[src/rtl/lsu_pkg.sv]
// Shared definitions for the lsu_rmw load/store unit: RV32 funct3 codes,
// FSM state encoding and the request legality check.
package lsu_pkg;

   localparam logic [2:0] F3_LB  = 3'd0;
   localparam logic [2:0] F3_LH  = 3'd1;
   localparam logic [2:0] F3_LW  = 3'd2;
   localparam logic [2:0] F3_LBU = 3'd4;
   localparam logic [2:0] F3_LHU = 3'd5;
   localparam logic [2:0] F3_SB  = 3'd0;
   localparam logic [2:0] F3_SH  = 3'd1;
   localparam logic [2:0] F3_SW  = 3'd2;

   typedef enum logic [1:0] {
      IDLE   = 2'd0,
      ACCESS = 2'd1,
      MERGE  = 2'd2,
      RESP   = 2'd3
   } state_t;

   // Flags illegal funct3 for the direction and sub-word misalignment.
   function automatic logic req_misaligned(input logic we,
                                           input logic [2:0] funct3,
                                           input logic [1:0] offset);
      logic bad;
      bad = 1'b0;
      case (funct3)
         F3_LB:   bad = 1'b0;
         F3_LH:   bad = offset[0];
         F3_LW:   bad = (offset != 2'b00);
         F3_LBU:  bad = we;
         F3_LHU:  bad = we | offset[0];
         default: bad = 1'b1;
      endcase
      return bad;
   endfunction

endpackage

[src/rtl/lsu_byte_lane.sv]
// Combinational lane logic for lsu_rmw: load byte/halfword extraction with
// sign/zero extension, and sub-word merge of store data into an old word.
module lsu_byte_lane
   import lsu_pkg::*;
(
   input  logic [2:0]  funct3,
   input  logic [1:0]  offset,
   input  logic [31:0] rd_word,
   input  logic [15:0] wdata,
   output logic [31:0] load_data,
   output logic [31:0] store_word
);

   logic [7:0]  byte_s;
   logic [15:0] half_s;

   // Lane select, extension and store merge.
   always_comb begin
      byte_s     = 8'h00;
      half_s     = 16'h0000;
      load_data  = 32'h0000_0000;
      store_word = rd_word;

      case (offset)
         2'd0:    byte_s = rd_word[7:0];
         2'd1:    byte_s = rd_word[15:8];
         2'd2:    byte_s = rd_word[23:16];
         2'd3:    byte_s = rd_word[31:24];
         default: byte_s = 8'h00;
      endcase

      if (offset[1]) begin
         half_s = rd_word[31:16];
      end else begin
         half_s = rd_word[15:0];
      end

      case (funct3)
         F3_LB:   load_data = {{24{byte_s[7]}}, byte_s};
         F3_LH:   load_data = {{16{half_s[15]}}, half_s};
         F3_LW:   load_data = rd_word;
         F3_LBU:  load_data = {24'h00_0000, byte_s};
         F3_LHU:  load_data = {16'h0000, half_s};
         default: load_data = 32'h0000_0000;
      endcase

      case (funct3)
         F3_SB: begin
            case (offset)
               2'd0:    store_word[7:0]   = wdata[7:0];
               2'd1:    store_word[15:8]  = wdata[7:0];
               2'd2:    store_word[23:16] = wdata[7:0];
               2'd3:    store_word[31:24] = wdata[7:0];
               default: store_word        = rd_word;
            endcase
         end
         F3_SH: begin
            if (offset[1]) begin
               store_word[31:16] = wdata;
            end else begin
               store_word[15:0] = wdata;
            end
         end
         default: store_word = rd_word;
      endcase
   end

endmodule

[src/rtl/lsu_rmw.sv]
// Load/store unit in front of a word-only data memory; sub-word stores use
// read-modify-write. Optional address range check: LSU_RANGE_CHECK_EN.
module lsu_rmw
   import lsu_pkg::*;
#(
   parameter int MEM_WORDS = 256
) (
   input  logic        clk,
   input  logic        rst,
   input  logic        req_valid,
   output logic        req_ready,
   input  logic        req_we,
   input  logic [2:0]  req_funct3,
   input  logic [31:0] req_addr,
   input  logic [31:0] req_wdata,
   output logic        resp_valid,
   output logic [31:0] resp_rdata,
   output logic        resp_err,
   output logic        dmem_mem_write,
   output logic [31:0] dmem_address,
   output logic [31:0] dmem_write_data,
   input  logic [31:0] dmem_read_data
);

`ifdef LSU_RANGE_CHECK_EN
   localparam logic RANGE_EN = 1'b1;
`else
   localparam logic RANGE_EN = 1'b0;
`endif
   localparam logic [31:0] MEM_WORDS_W = 32'(MEM_WORDS);

   state_t      state_r, state_nxt_s;
   logic        we_r;
   logic [2:0]  funct3_r;
   logic [1:0]  offset_r;
   logic [31:0] wdata_r;
   logic        capture_s;
   logic        range_err_s;

   logic        ready_r, ready_nxt_s;
   logic        mem_write_r, mem_write_nxt_s;
   logic [31:0] address_r, address_nxt_s;
   logic [31:0] write_data_r, write_data_nxt_s;
   logic        resp_valid_r, resp_valid_nxt_s;
   logic [31:0] resp_rdata_r, resp_rdata_nxt_s;
   logic        resp_err_r, resp_err_nxt_s;

   logic [31:0] load_data_s;
   logic [31:0] store_word_s;

   lsu_byte_lane u_lane (
      .funct3     (funct3_r),
      .offset     (offset_r),
      .rd_word    (dmem_read_data),
      .wdata      (wdata_r[15:0]),
      .load_data  (load_data_s),
      .store_word (store_word_s)
   );

   assign range_err_s = RANGE_EN & ({2'b00, req_addr[31:2]} >= MEM_WORDS_W);

   // State register.
   always_ff @(posedge clk) begin
      if (rst) begin
         state_r <= IDLE;
      end else begin
         state_r <= state_nxt_s;
      end
   end

   // Next state and next values of every registered output.
   always_comb begin
      state_nxt_s      = state_r;
      capture_s        = 1'b0;
      mem_write_nxt_s  = 1'b0;
      address_nxt_s    = address_r;
      write_data_nxt_s = write_data_r;
      resp_valid_nxt_s = 1'b0;
      resp_rdata_nxt_s = 32'h0000_0000;
      resp_err_nxt_s   = 1'b0;

      case (state_r)
         IDLE: begin
            if (req_valid) begin
               capture_s = 1'b1;
               if (req_misaligned(req_we, req_funct3, req_addr[1:0]) || range_err_s) begin
                  state_nxt_s      = RESP;
                  resp_valid_nxt_s = 1'b1;
                  resp_err_nxt_s   = 1'b1;
               end else begin
                  state_nxt_s   = ACCESS;
                  address_nxt_s = {req_addr[31:2], 2'b00};
                  if (req_we && (req_funct3 == F3_SW)) begin
                     mem_write_nxt_s  = 1'b1;
                     write_data_nxt_s = req_wdata;
                  end else begin
                     mem_write_nxt_s = 1'b0;
                  end
               end
            end else begin
               state_nxt_s = IDLE;
            end
         end
         ACCESS: begin
            // Sub-word stores register the merged word so MERGE writes it whole.
            if (we_r) begin
               if (funct3_r == F3_SW) begin
                  state_nxt_s      = RESP;
                  resp_valid_nxt_s = 1'b1;
               end else begin
                  state_nxt_s      = MERGE;
                  mem_write_nxt_s  = 1'b1;
                  write_data_nxt_s = store_word_s;
               end
            end else begin
               state_nxt_s      = RESP;
               resp_valid_nxt_s = 1'b1;
               resp_rdata_nxt_s = load_data_s;
            end
         end
         MERGE: begin
            state_nxt_s      = RESP;
            resp_valid_nxt_s = 1'b1;
         end
         RESP: begin
            state_nxt_s = IDLE;
         end
         default: begin
            state_nxt_s = IDLE;
         end
      endcase

      ready_nxt_s = (state_nxt_s == IDLE);
   end

   // Request capture and registered outputs.
   always_ff @(posedge clk) begin
      if (rst) begin
         we_r         <= 1'b0;
         funct3_r     <= 3'd0;
         offset_r     <= 2'd0;
         wdata_r      <= 32'h0000_0000;
         ready_r      <= 1'b1;
         mem_write_r  <= 1'b0;
         address_r    <= 32'h0000_0000;
         write_data_r <= 32'h0000_0000;
         resp_valid_r <= 1'b0;
         resp_rdata_r <= 32'h0000_0000;
         resp_err_r   <= 1'b0;
      end else begin
         if (capture_s) begin
            we_r     <= req_we;
            funct3_r <= req_funct3;
            offset_r <= req_addr[1:0];
            wdata_r  <= req_wdata;
         end else begin
            we_r     <= we_r;
            funct3_r <= funct3_r;
            offset_r <= offset_r;
            wdata_r  <= wdata_r;
         end
         ready_r      <= ready_nxt_s;
         mem_write_r  <= mem_write_nxt_s;
         address_r    <= address_nxt_s;
         write_data_r <= write_data_nxt_s;
         resp_valid_r <= resp_valid_nxt_s;
         resp_rdata_r <= resp_rdata_nxt_s;
         resp_err_r   <= resp_err_nxt_s;
      end
   end

   // A reset landing in a write cycle must not reach the memory.
   assign dmem_mem_write  = mem_write_r & ~rst;
   assign req_ready       = ready_r;
   assign dmem_address    = address_r;
   assign dmem_write_data = write_data_r;
   assign resp_valid      = resp_valid_r;
   assign resp_rdata      = resp_rdata_r;
   assign resp_err        = resp_err_r;

endmodule

[config.mk]
export PLATFORM = sky130hd
export DESIGN_NAME = lsu_rmw
export DESIGN_NICKNAME = d
export VERILOG_FILES = /design/src/rtl/lsu_pkg.sv /design/src/rtl/lsu_byte_lane.sv /design/src/rtl/lsu_rmw.sv
export SDC_FILE = /design/constraint.sdc
export NUM_CORES = 1
export LEC_CHECK = 0
export CAP_MARGIN = 10
export CORE_ASPECT_RATIO = 1.25
export CORE_MARGIN = 2
export CORE_UTILIZATION = 45
export DETAILED_ROUTE_END_ITERATION = 7
export HOLD_SLACK_MARGIN = 0.06
export PLACE_DENSITY = 0.88
export SETUP_SLACK_MARGIN = 0.4
export SKIP_LAST_GASP = 1
export SYNTH_ARGS = -nofsm -noshare
export SYNTH_HDL_FRONTEND = slang
export SYNTH_SLANG_ARGS = --single-unit
[constraint.sdc]
create_clock -name clk -period 2.35 [get_ports clk]
set_input_delay 0.47 -clock clk [delete_from_list [all_inputs] [get_ports clk]]
set_output_delay 0.47 -clock clk [all_outputs]
set_load 0.05 [all_outputs]
Word level (Yosys, flattened, before mapping):

Cells that the tools add are included.

* bits in registers: 122
* input bits: 103
* output and inout bits: 100
* logic and storage cells: 86

* equality and inequality tests: 19
* mux-type cells: 37
* bitwise logic cells: 6
* reductions and logical operators: 12

Operators with widths (count)
* two-way mux 32 bit: 5
* case mux 32 bit (5 select lines): 1
* case mux 32 bit (2 select lines): 2
* two-way mux 16 bit: 3
* two-way mux 8 bit: 4
* case mux 8 bit (4 select lines): 1
* two-way mux 1 bit: 14
* equality test 3 bit (second input constant): 4
* != test 2 bit (second input constant): 5
* equality test 2 bit (second input constant): 4
* case mux 2 bit (4 select lines): 1
* equality test 3 x 1 -> 1 bit (second input constant): 2
* equality test 3 x 2 -> 1 bit (second input constant): 2
* logical NOT 2 bit: 3
* logical NOT 3 bit: 2
* two-way mux 2 bit: 3
* AND reduction 6 bit: 1
* case mux 1 bit (5 select lines): 1
* equality test 2 x 1 -> 1 bit (second input constant): 2
* inverter 1 bit: 4
* nonzero test 2 bit: 2
* case mux 1 bit (3 select lines): 1
* AND reduction 3 bit: 1
* OR reduction 3 bit: 1
* other kinds (5): 5

Depth between registers and ports, before layout:

Gate-level depths: netlist of the first run.

* word-level depth: 8
* mapped depth: 8
* depth with buffers taken out: 6

Cells and area by module:

Synthesis of the first run repeated with hierarchy kept, for this count alone.

* cells, all modules: 707
* area, all modules: 6233.5 um^2

Modules (own cells, without submodules)
* lsu_rmw: times used 1, cells each 483, area each 4774.6 um^2, seq. area each 2442.3 um^2
* lsu_byte_lane: times used 1, cells each 224, area each 1458.9 um^2, seq. area each 0.0 um^2

Least setup slack after synthesis of the first run:

Ideal clock, no wire load.

* path type: input-to-output
* from: input port rst
* to: output port dmem_mem_write
* arrival time: 1.520 ns
* data required time: 1.880 ns
* slack: 0.360 ns
* stages on the path: 3
* buffers on the path: 2
* cell sequence: clkbuf_1 clkbuf_1 nor2b_1

* longest elaborated chain between the ends: 2

Ends and longest elaborated chain
* start, declared: RTL line lsu_rmw.sv:9 `input logic rst,`
* inverter 1 bit: RTL line lsu_rmw.sv:173 `assign dmem_mem_write = mem_write_r & ~rst;`
* AND 1 bit: RTL line lsu_rmw.sv:173
* end, declared: RTL line lsu_rmw.sv:19 `output logic dmem_mem_write,`

Every way passes these cells.

Worst setup path after layout of the first run:

* from: register funct3_r[1]
* to: register write_data_r[21], in the netlist dmem_write_data[21]

* longest elaborated chain between the ends: 5
* elaborated cells on any way between the ends: 9
* classes of those cells: eq/ne (3); mux (4); reduce/logical (2)

Ends and longest elaborated chain
* start, declared: RTL line lsu_rmw.sv:34 `logic [2:0] funct3_r;`
* start signal, assigned: RTL line lsu_rmw.sv:153 `funct3_r <= req_funct3;`
* start signal, assigned: RTL line lsu_rmw.sv:158 `funct3_r <= funct3_r;`
* equality test 3 x 1 -> 1 bit / logical NOT 3 bit (equally long branches): RTL line lsu_byte_lane.sv:47 `case (funct3)`
* case mux 32 bit (2 select lines): RTL line lsu_byte_lane.sv:47
* two-way mux 32 bit: RTL line lsu_rmw.sv:107 `if (funct3_r == F3_SW) begin`
* two-way mux 32 bit: RTL line lsu_rmw.sv:106 `if (we_r) begin`
* case mux 32 bit (2 select lines): RTL line lsu_rmw.sv:82 `case (state_r)`
* end signal, assigned: RTL line lsu_rmw.sv:165 `write_data_r <= write_data_nxt_s;`
* end, declared: RTL line lsu_rmw.sv:43 `logic [31:0] write_data_r, write_data_nxt_s;`

Several ways; a longest one is shown, not always the timed one. The select of a mux whose other input is x is not followed.
A chain may end at the register's enable or synchronous reset.

==> flow_metrics.env, run 1 <==
export IMPL_status="complete, no violations"
export IMPL_drc=0
export IMPL_die_y_um=127.6
export IMPL_ios=203
export IMPL_area_growth_pct=53.95
export IMPL_synth_cells=638
export IMPL_finalSetupTns_ns=0
export IMPL_cts_buffers=17
export IMPL_synth_seq_cells=122
export IMPL_yosysTopAreaCell="dfxtp_1"
export IMPL_yosysUniqueCellTypes=56
export IMPL_cap_violations=0
export IMPL_crit_type="reg -> reg"
export IMPL_finish_utilization_pct=70.29
export IMPL_core_um2=12050
export IMPL_synth_area_top_cells="dfxtp_1 (44%), mux2i_1 (6.9%), a21oi_1 (6.7%)"
export IMPL_cts_clk_slew_worst_paths_ns=0.06
export IMPL_rrSetupSlack_ns=0.35
export IMPL_rows=45
export IMPL_clock_latency_ns=0.42
export IMPL_avgRoutedWirePerCell_um=19.31
export IMPL_cp_end_kind="flip-flop"
export IMPL_synthesis_area_um2=5502
export IMPL_die_area_um2=13130
export IMPL_setup_violations=0
export IMPL_dp_slack_ns=0.02278
export IMPL_critPathLaunch="funct3_r[1]$_SDFFE_PP0P_"
export IMPL_grt_use_met2_pct=48.32
export IMPL_fin_cells=1021
export IMPL_htreeDepth=4
export IMPL_antenna_found_initial=0
export IMPL_leakage_nw=3.824
export IMPL_grt_max_degree=45
export IMPL_die_w_um=102.9
export IMPL_hp_start="wdata_r[14]$_SDFFE_PP0P_"
export IMPL_first_global_vias=5782
export IMPL_cts_sinks=122
export IMPL_finalHoldViolCount=0
export IMPL_crit_buf_inv=1
export IMPL_max_stage_delay_ns=0.52
export IMPL_synth_top_area_share_pct=44.39
export IMPL_postRouteAntennaNets=0
export IMPL_antenna_cells=0
export IMPL_synth_edf_count=0
export IMPL_layout_drive_gt1_share_pct=13.30
export IMPL_start_util_pct=45.66
export IMPL_port_buffer_count=200
export IMPL_rsz0062_at_grt="true"
export IMPL_worstRegToRegCells=5
export IMPL_dpl_cell_count=975
export IMPL_num_vias=6021
export IMPL_gr_usage_met1_pct=32.51
export IMPL_critPathLaunchType="flip-flop"
export IMPL_relSlewSlack_pct=55.21
export IMPL_fin_skew_ns=0.007777
export IMPL_grt_util_met3_pct=9.245
export IMPL_grt_util_all_layers_pct=29.63
export IMPL_fin_nets=951
export IMPL_hold_path_depth=2
export IMPL_crit_chain="buf_4 > or3b_1 > o21ai_0 > a31oi_1 > a22o_1"
export IMPL_ys_flop_type="dfxtp_1"
export IMPL_grt_busiest_layer="met2"
export IMPL_clk_path_buf_depth=2
export IMPL_yosysWarningCount=0
export IMPL_worstPathRequired_ns=2.65
export IMPL_fin_crit_sh_pct=84.96
export IMPL_crit_family="compound AO/OA/AOI/OAI gates"
export IMPL_drv_slew=0
export IMPL_syn_area_per_cell_um2=8.623
export IMPL_clockRootBuffer="clkbuf_16"
export IMPL_reg2reg_from="funct3_r[1]$_SDFFE_PP0P_"
export IMPL_max_freq_ghz=0.5008
export IMPL_gp_congestion=0.9980
export IMPL_grt_pass1_wl_mm=29.75
export IMPL_critPathSlowestCell="or3b_1"
export IMPL_cts_tree="yes"
export IMPL_ctsHoldBuffers=0
export IMPL_async_flop_share_pct=0
export IMPL_holdPathEnd="wdata_r[14]$_SDFFE_PP0P_"
export IMPL_via_per_inst=5.897
export IMPL_first_iter_violations=570
export IMPL_tightest_slew_ns=0.6678
export IMPL_grt_ovfl_total=0
export IMPL_hp_class="reg -> reg"
export IMPL_min_period_ns=1.997
export IMPL_layout_setup_ws_ns=0.3534
export IMPL_dr_pass1_iters=5
export IMPL_finalWirelength_mm=19.71
export IMPL_worstReg2RegEnd="dmem_write_data[21]$_SDFFE_PP0P_"
export IMPL_p_per_area_nw_per_um2=902.3
export IMPL_ir_drop_mv=0.7603
export IMPL_synth_seq_area_share_pct=44.39
export IMPL_arrival_ns=2.30
export IMPL_hpwlAfterDp_mm=13.60
export IMPL_critPathMaxFanout=13
export IMPL_worst_hold_slack_ns=0.4761
-- layout by cell type, fill, tap and decap left out, types with 3 or more instances in the layout --
cell	Yosys	layout
a21oi_1	74	74
a22o_1	31	31
a22oi_1	7	7
a31oi_1	20	20
a32oi_1	4	4
a41oi_1	3	3
buf_12	0	3
buf_4	6	37
buf_6	3	4
bufinv_16	0	4
clkbuf_16	0	19
clkdlybuf4s50_1	0	96
clkinv_4	0	6
dfxtp_1	122	117
dfxtp_2	0	4
dlygate4sd2_1	0	101
inv_1	16	14
inv_6	0	3
mux2i_1	38	38
nand2_1	67	67
nand3_1	18	18
nand4_1	3	3
nor2_1	56	56
nor2b_1	4	3
nor3_1	15	15
o21ai_0	33	33
o221a_2	7	7
o22ai_1	7	7
o32ai_1	10	10
-- power by group --
part	internal, W	switching (W)	total (W)
sequential	0.00229	0.000165	0.00245
clock	0.00180	0.00102	0.00282
combinational	0.000852	0.00152	0.00237
-- layer usage --
metal | up-vias | share of wire [%]
met1 | 2767 | 35
li1 | 2731 | -
met4 | 0 | 6.5
met5 | - | 0
met2 | 439 | 47
met3 | 84 | 11
-- state kept, by name (all words and copies together) (netlist names) --
| register | count |
|---|---|
| dmem_address | 30 |
| funct3_r | 3 |
| resp_rdata | 32 |
| req_ready | 1 |
| we_r | 1 |
| resp_err | 1 |
| mem_write_r | 1 |
| dmem_write_data | 32 |
| state_r | 2 |
| wdata_r | 16 |
| resp_valid | 1 |
| offset_r | 2 |
-- logic make-up (layout without fill, tap and decap cells) --
family	after synthesis	in the layout	share of synthesized area, %
compound gates	209	209	25.02
simple gates	186	186	15.87
flops	122	122	44.39
buf+inv	77	295	6.413
mux	39	39	7.323
fa+ha+maj	4	4	0.9097
other cells	1	2	0.06816
-- tightest hold or removal path: stages (launching register included) --
cell and delay, ns:
dfxtp_1 0.31, nand2_1 0.06, a21oi_1 0.06
-- worst max-delay path by stage --
stage	to	slack, ns	depth (start not counted)
floorplan	dmem_mem_write	0.61	3
global placement	dmem_write_data[2]$_SDFFE_PP0P_	0.07	7
detailed placement	dmem_write_data[0]$_SDFFE_PP0P_	0.02	7
CTS	dmem_write_data[23]$_SDFFE_PP0P_	0.42	6
global route	dmem_write_data[23]$_SDFFE_PP0P_	0.31	9
finish	dmem_write_data[21]$_SDFFE_PP0P_	0.35	5
-- Yosys cell counts, drive strengths merged (3+ instances only) --
master and n:
a21oi 74, a22o 31, a22oi 7, a31oi 20
a32oi 4, a41oi 3, buf 24, clkbuf 37
dfxtp 122, ha 4, inv 16, mux2i 38
nand2 67, nand3 18, nand4 3, nor2 56
nor2b 4, nor3 16, nor3b 3, nor4b 3
o21ai 36, o221a 7, o22ai 7, o32ai 10
or2 3
-- through the flow --
| step | power, W | instance area (um2) |
|---|---|---|
| floorplan | 0.003951 | 5508 |
| global placement | 0.004745 | 7721 |
| detailed placement | 0.004782 | 7721 |
| CTS | 0.007552 | 8341 |
| global route | 0.007916 | 8469 |
| finish | 0.007642 | 8469 |
-- cell type report --
class / instances / area (um2)
Clock buffer: 17 / 425.4
Tap cell: 164 / 205.2
Inverter: 16 / 62.56
Multi-Input combinational cell: 440 / 2771
Fill cell: 944 / 3580
Sequential cell: 122 / 2451
Timing Repair Buffer: 247 / 2338
Clock inverter: 15 / 215.2
-- what timing repair did --
action / CTS / global route
resized for setup: 112 / 12
setup endpoints to repair: 137 / 49
gates cloned: 1 / 2
pin swaps: 1 / 25
setup buffers: 5 / 6
(Power assumes the default switching activity.)
==> run 2, diff against run 1 <==
Settings changed: CORE_UTILIZATION 45 to 40, PLACE_DENSITY 0.88 to 0.83.
Clock period 2.35 ns to 1.8 ns, I/O delays scaled along.
==> flow_metrics.env, run 2 (synthesized netlist as in run 1, its figures left out) <==
export IMPL_dr_wl_met3_mm=2.284
export IMPL_cap_violations=0
export IMPL_cts_tree="yes"
export IMPL_comb_power_share_pct=38.8
export IMPL_antenna_found_initial=0
export IMPL_final_common_cell="buf_4"
export IMPL_die_area_um2=14710
export IMPL_grt_pass1_wl_mm=30.80
export IMPL_worstPathRequired_ns=2.11
export IMPL_ir_drop_mv=0.6660
export IMPL_fin_skew_ns=0.006414
export IMPL_p_sw_w=0.003903
export IMPL_sw_frac_of_total_pct=36.45
export IMPL_first_global_vias=6041
export IMPL_drc=0
export IMPL_critPathMaxFanout=14
export IMPL_ctsHoldBuffers=0
export IMPL_start_util_pct=41.21
export IMPL_power_frac_seq_pct=29.9
export IMPL_clockRootBuffer="clkbuf_16"
export IMPL_core_um2=13350
export IMPL_area_growth_pct=70.25
export IMPL_cp_end_kind="flip-flop"
export IMPL_clock_latency_ns=0.42
export IMPL_die_w_um=108.9
export IMPL_worstRegToRegCells=6
export IMPL_power_total_w=0.01071
export IMPL_mostFrequentLayoutCells="buf_4 (138), dfxtp_1 (115), clkdlybuf4s50_1 (97), nor2_1 (56), nand2_1 (42)"
export IMPL_finalSetupTns_ns=-0.1077
export IMPL_grt_util_all_layers_pct=27.39
export IMPL_p_clk_share_pct=31.3
export IMPL_p_int_w=0.006803
export IMPL_first_iter_violations=687
export IMPL_layout_setup_ws_ns=-0.08632
export IMPL_cts_sinks=122
export IMPL_setup_violations=3
export IMPL_placed_area_um2=7780
export IMPL_cts_clk_slew_worst_paths_ns=0.06
export IMPL_crit_type="reg -> reg"
export IMPL_wl_met2_mm=10.66
export IMPL_finalWirelength_mm=22.05
export IMPL_max_freq_ghz=0.5301
export IMPL_antenna_cells=0
export IMPL_critPathLaunchType="flip-flop"
export IMPL_via_per_inst=5.945
export IMPL_met1_length_mm=7.583
export IMPL_fin_crit_sh_pct=104.8
export IMPL_grt_ovfl_total=0
export IMPL_num_vias=6367
export IMPL_dr_pass1_iters=6
export IMPL_ios=203
export IMPL_drv_slew=0
export IMPL_violations="setup timing"
export IMPL_fin_nets=994
export IMPL_postRouteAntennaNets=0
export IMPL_rsz0062_at_grt="true"
export IMPL_p_per_area_nw_per_um2=1143
export IMPL_min_period_ns=1.886
export IMPL_leakage_nw=3.951
export IMPL_clk_path_buf_depth=2
export IMPL_hold_path_depth=3
export IMPL_hpwlAfterDp_mm=13.98
export IMPL_gp_congestion=0.9546
export IMPL_grt_max_degree=42
export IMPL_htreeDepth=4
export IMPL_status="finished, violations left"
export IMPL_layout_drive_gt1_share_pct=36.89
export IMPL_top_layer_used="met4"
export IMPL_die_y_um=135.1
export IMPL_cts_buffers=17
export IMPL_hp_class="in -> reg"
export IMPL_arrival_ns=2.20
export IMPL_finalHoldViolCount=0
export IMPL_avgRoutedWirePerCell_um=20.59
export IMPL_port_buffer_count=200
export IMPL_final_area_um2=9366
export IMPL_rows=47
export IMPL_fillers=939
run 2: cell count changes in the layout (fill, tap and decap cells not counted), moves of 5 or more:
| cell | before | now |
|---|---|---|
| buf_4 | 37 | 138 |
| dlygate4sd2_1 | 101 | 2 |
| a21oi_1 | 74 | 39 |
| a21oi_2 | 0 | 34 |
| nand2_1 | 67 | 42 |
| nand2_2 | 0 | 17 |
| buf_6 | 4 | 20 |
| buf_12 | 3 | 11 |
| nand2_4 | 0 | 6 |
| buf_8 | 1 | 6 |
run 2: worst max-delay path, stage by stage (launching register included):
cell	delay, ns
dfxtp_2	0.33
buf_4	0.18
or3_1	0.37
buf_4	0.20
o21ai_1	0.26
a41oi_1	0.21
a22o_1	0.22
run 2: power groups by stage:
stage / clock network, W / logic (W) / registers, W
2_1_floorplan: 0 / 0.00135 / 0.00387
3_3_place_gp: 0 / 0.00314 / 0.00323
3_5_place_dp: 0 / 0.00318 / 0.00323
4_1_cts: 0.00335 / 0.00352 / 0.00318
5_1_grt: 0.00351 / 0.00435 / 0.00323
6_report: 0.00335 / 0.00415 / 0.00320
run 2: worst paths after layout:
| path | from | endpoint | slack (ns) |
|---|---|---|---|
| hold reg to reg | funct3_r[1]$_SDFFE_PP0P_ | funct3_r[1]$_SDFFE_PP0P_ | 0.46 |
| setup / recovery | funct3_r[1]$_SDFFE_PP0P_ | dmem_write_data[15]$_SDFFE_PP0P_ | -0.09 |
| setup reg to reg | funct3_r[1]$_SDFFE_PP0P_ | dmem_write_data[15]$_SDFFE_PP0P_ | -0.09 |
| hold / removal | rst | funct3_r[0]$_SDFFE_PP0P_ | 0.41 |
run 2: routing by layer:
metal  vias up  global-route usage [%]
li1       2810                       -
met1      2972                   30.32
met5         -                       0
met3       124                   8.687
met2       461                   45.79
met4         0                   15.53
run 2: cell type report:
class                      count  area (um2)  share of cell area, %
inverter                      16       60.06                 0.6412
multi-input combinational    440        3187                  34.02
sequential                   122        2456                  26.22
timing repair buffer         290        2870                  30.64
clock inverter                14       150.1                  1.603
tap                          171       214.0                  2.284
clock buffer                  18       429.2                  4.582
run 2: stage by stage:
stage                     util, %  instances  hold WS [ns]  setup slack [ns]
after global placement      58.28       1007        0.4570           -0.3932
after global routing        70.17       1071        0.4310           -0.1088
final                       70.17       1071        0.4138          -0.08632
after detailed placement    58.28       1007        0.4575           -0.4615
after floorplan                 -        639        0.4430            0.1697
after CTS                   65.71       1054        0.3808           0.01496
run 2: timing repair:
item	4_1_cts	5_1_grt
resized for setup	69	95
hold endpoints to repair	0	0
buffers inserted	10	9
endpoints found under the setup margin	111	124
cloned	5	8
pin swaps	7	30
==> run 3, diff against run 2 <==
Settings changed: CORE_UTILIZATION 40 to 45, PLACE_DENSITY 0.83 to 0.88.
Clock period 1.8 ns to 2.21 ns, I/O delays scaled along.
==> flow_metrics.env, run 3 (synthesized netlist as in run 1, its figures left out) <==
export IMPL_status="complete, no violations"
export IMPL_finalHoldViolCount=0
export IMPL_power_total_w=0.007708
export IMPL_p_per_area_nw_per_um2=906.3
export IMPL_max_stage_delay_ns=0.29
export IMPL_cap_violations=0
export IMPL_area_growth_pct=54.58
export IMPL_dr_pass1_iters=8
export IMPL_rsz0062_at_grt="true"
export IMPL_critPathSlowestCell="dlygate4sd2_1"
export IMPL_cts_clk_slew_worst_paths_ns=0.06
export IMPL_hp_class="reg -> reg"
export IMPL_critPathLaunchType="input port"
export IMPL_arrival_ns=2.30
export IMPL_cp_end_kind="flip-flop"
export IMPL_die_area_um2=13130
export IMPL_die_y_um=127.6
export IMPL_max_freq_ghz=0.5145
export IMPL_antenna_found_initial=0
export IMPL_port_buffer_count=200
export IMPL_rrSetupSlack_ns=0.29
export IMPL_hpwlAfterDp_mm=13.58
export IMPL_grt_util_all_layers_pct=28.50
export IMPL_setup_violations=0
export IMPL_clk_path_buf_depth=2
export IMPL_postRouteAntennaNets=0
export IMPL_tightest_slew_ns=0.7268
export IMPL_worstReg2RegEnd="dmem_write_data[15]$_SDFFE_PP0P_"
export IMPL_ios=203
export IMPL_first_global_vias=5587
export IMPL_cp_common_cell="buf_6"
export IMPL_layout_setup_ws_ns=0.2664
export IMPL_cts_sinks=122
export IMPL_gp_congestion=0.9333
export IMPL_final_common_cell="dfxtp_1"
export IMPL_via_per_inst=5.793
export IMPL_min_period_ns=1.944
export IMPL_finalSetupTns_ns=0
export IMPL_ir_drop_mv=0.6186
export IMPL_htreeDepth=4
export IMPL_fillers=936
export IMPL_die_w_um=102.9
export IMPL_crit_type="in -> reg"
export IMPL_first_iter_violations=515
export IMPL_reg2reg_from="state_r[0]$_SDFF_PP0_"
export IMPL_fin_cells=1029
export IMPL_leakage_nw=3.807
export IMPL_crit_buf_inv=6
export IMPL_worstPathRequired_ns=2.57
export IMPL_finalWirelength_mm=19.52
export IMPL_worstRegToRegCells=10
export IMPL_num_vias=5961
export IMPL_start_util_pct=45.66
export IMPL_crit_chain="dlygate4sd2_1 > buf_6 > nor4_4 > nand4_1 > buf_4 > a211oi_4 > buf_6 > buf_12 > buf_16 > a22o_1"
export IMPL_fin_nets=959
export IMPL_hp_start="dmem_write_data[21]$_SDFFE_PP0P_"
export IMPL_drv_slew=0
export IMPL_grt_max_degree=61
export IMPL_fin_crit_sh_pct=87.95
export IMPL_avgRoutedWirePerCell_um=18.97
export IMPL_relSlewSlack_pct=51.33
export IMPL_holdPathEnd="dmem_write_data[21]$_SDFFE_PP0P_"
export IMPL_layout_drive_gt1_share_pct=14.10
export IMPL_ctsHoldBuffers=0
export IMPL_hold_path_depth=1
export IMPL_antenna_cells=0
export IMPL_fin_skew_ns=0.009041
export IMPL_critPathMaxFanout=5
export IMPL_mostFrequentLayoutCells="dfxtp_1 (119), dlygate4sd2_1 (99), clkdlybuf4s50_1 (97), a21oi_1 (74), nand2_1 (67)"
export IMPL_clock_latency_ns=0.42
export IMPL_drc=0
export IMPL_rows=45
export IMPL_cts_buffers=17
export IMPL_cts_tree="yes"
export IMPL_crit_family="buffers and inverters"
export IMPL_clockRootBuffer="clkbuf_16"
export IMPL_dp_slack_ns=-0.1082
export IMPL_dpl_cell_count=983
export IMPL_grt_ovfl_total=0
export IMPL_core_um2=12050
export IMPL_grt_pass1_wl_mm=28.75
run 3: per-stage QoR:
step	util (%)	hold WS [ns]	area, um2
3_5_place_dp	64.79	0.4657	7806
5_1_grt	70.58	0.4896	8504
4_1_cts	70.01	0.4762	8436
3_3_place_gp	64.79	0.4591	7806
6_report	70.58	0.4756	8504
2_1_floorplan	-	0.4430	5508
run 3: where the power goes:
| group | switching (W) | internal (W) |
|---|---|---|
| clock | 0.00109 | 0.00145 |
| sequential | 0.000152 | 0.00243 |
| combinational | 0.00164 | 0.000946 |
run 3: cell type report:
class	count	area [um2]	share of cell area, %
clock inverters	15	120.1	1.412
well taps	164	205.2	2.413
multi-input cells	440	2788	32.78
inverters	16	60.06	0.7062
clock buffers	17	425.4	5.002
flip-flops and latches	122	2446	28.76
repair buffers	255	2460	28.92
run 3: per-layer routing:
metal / part of all wire, % / global-route usage [%] / vias to the layer above / routed length (um)
li1: - / - / 2736 / -
met1: 35 / 31.87 / 2684 / 6916
met2: 46 / 45.80 / 444 / 9062
met3: 11 / 9.300 / 97 / 2191
met4: 6.9 / 18.50 / 0 / 1349
met5: 0 / 0 / - / 0
run 3: worst max-delay path by stage:
stage | from | endpoint | slack, ns | cells after the start
4_1_cts | state_r[0]$_SDFF_PP0_ | dmem_write_data[22]$_SDFFE_PP0P_ | 0.29 | 9
3_3_place_gp | req_valid | dmem_write_data[2]$_SDFFE_PP0P_ | -0.03 | 7
3_5_place_dp | req_addr[1] | dmem_write_data[4]$_SDFFE_PP0P_ | -0.11 | 7
6_report | req_funct3[0] | dmem_write_data[15]$_SDFFE_PP0P_ | 0.27 | 10
2_1_floorplan | state_r[0]$_SDFF_PP0_ | dmem_write_data[10]$_SDFFE_PP0P_ | 0.49 | 7
5_1_grt | state_r[0]$_SDFF_PP0_ | dmem_write_data[27]$_SDFFE_PP0P_ | 0.19 | 10
run 3: what timing repair did:
item | in CTS | in global routing
endpoints found under the hold margin | 0 | 0
pin swaps | 13 | 13
resized for setup | 121 | 12
cloned | 4 | 0
endpoints found under the setup margin | 133 | 73
buffers inserted | 7 | 3
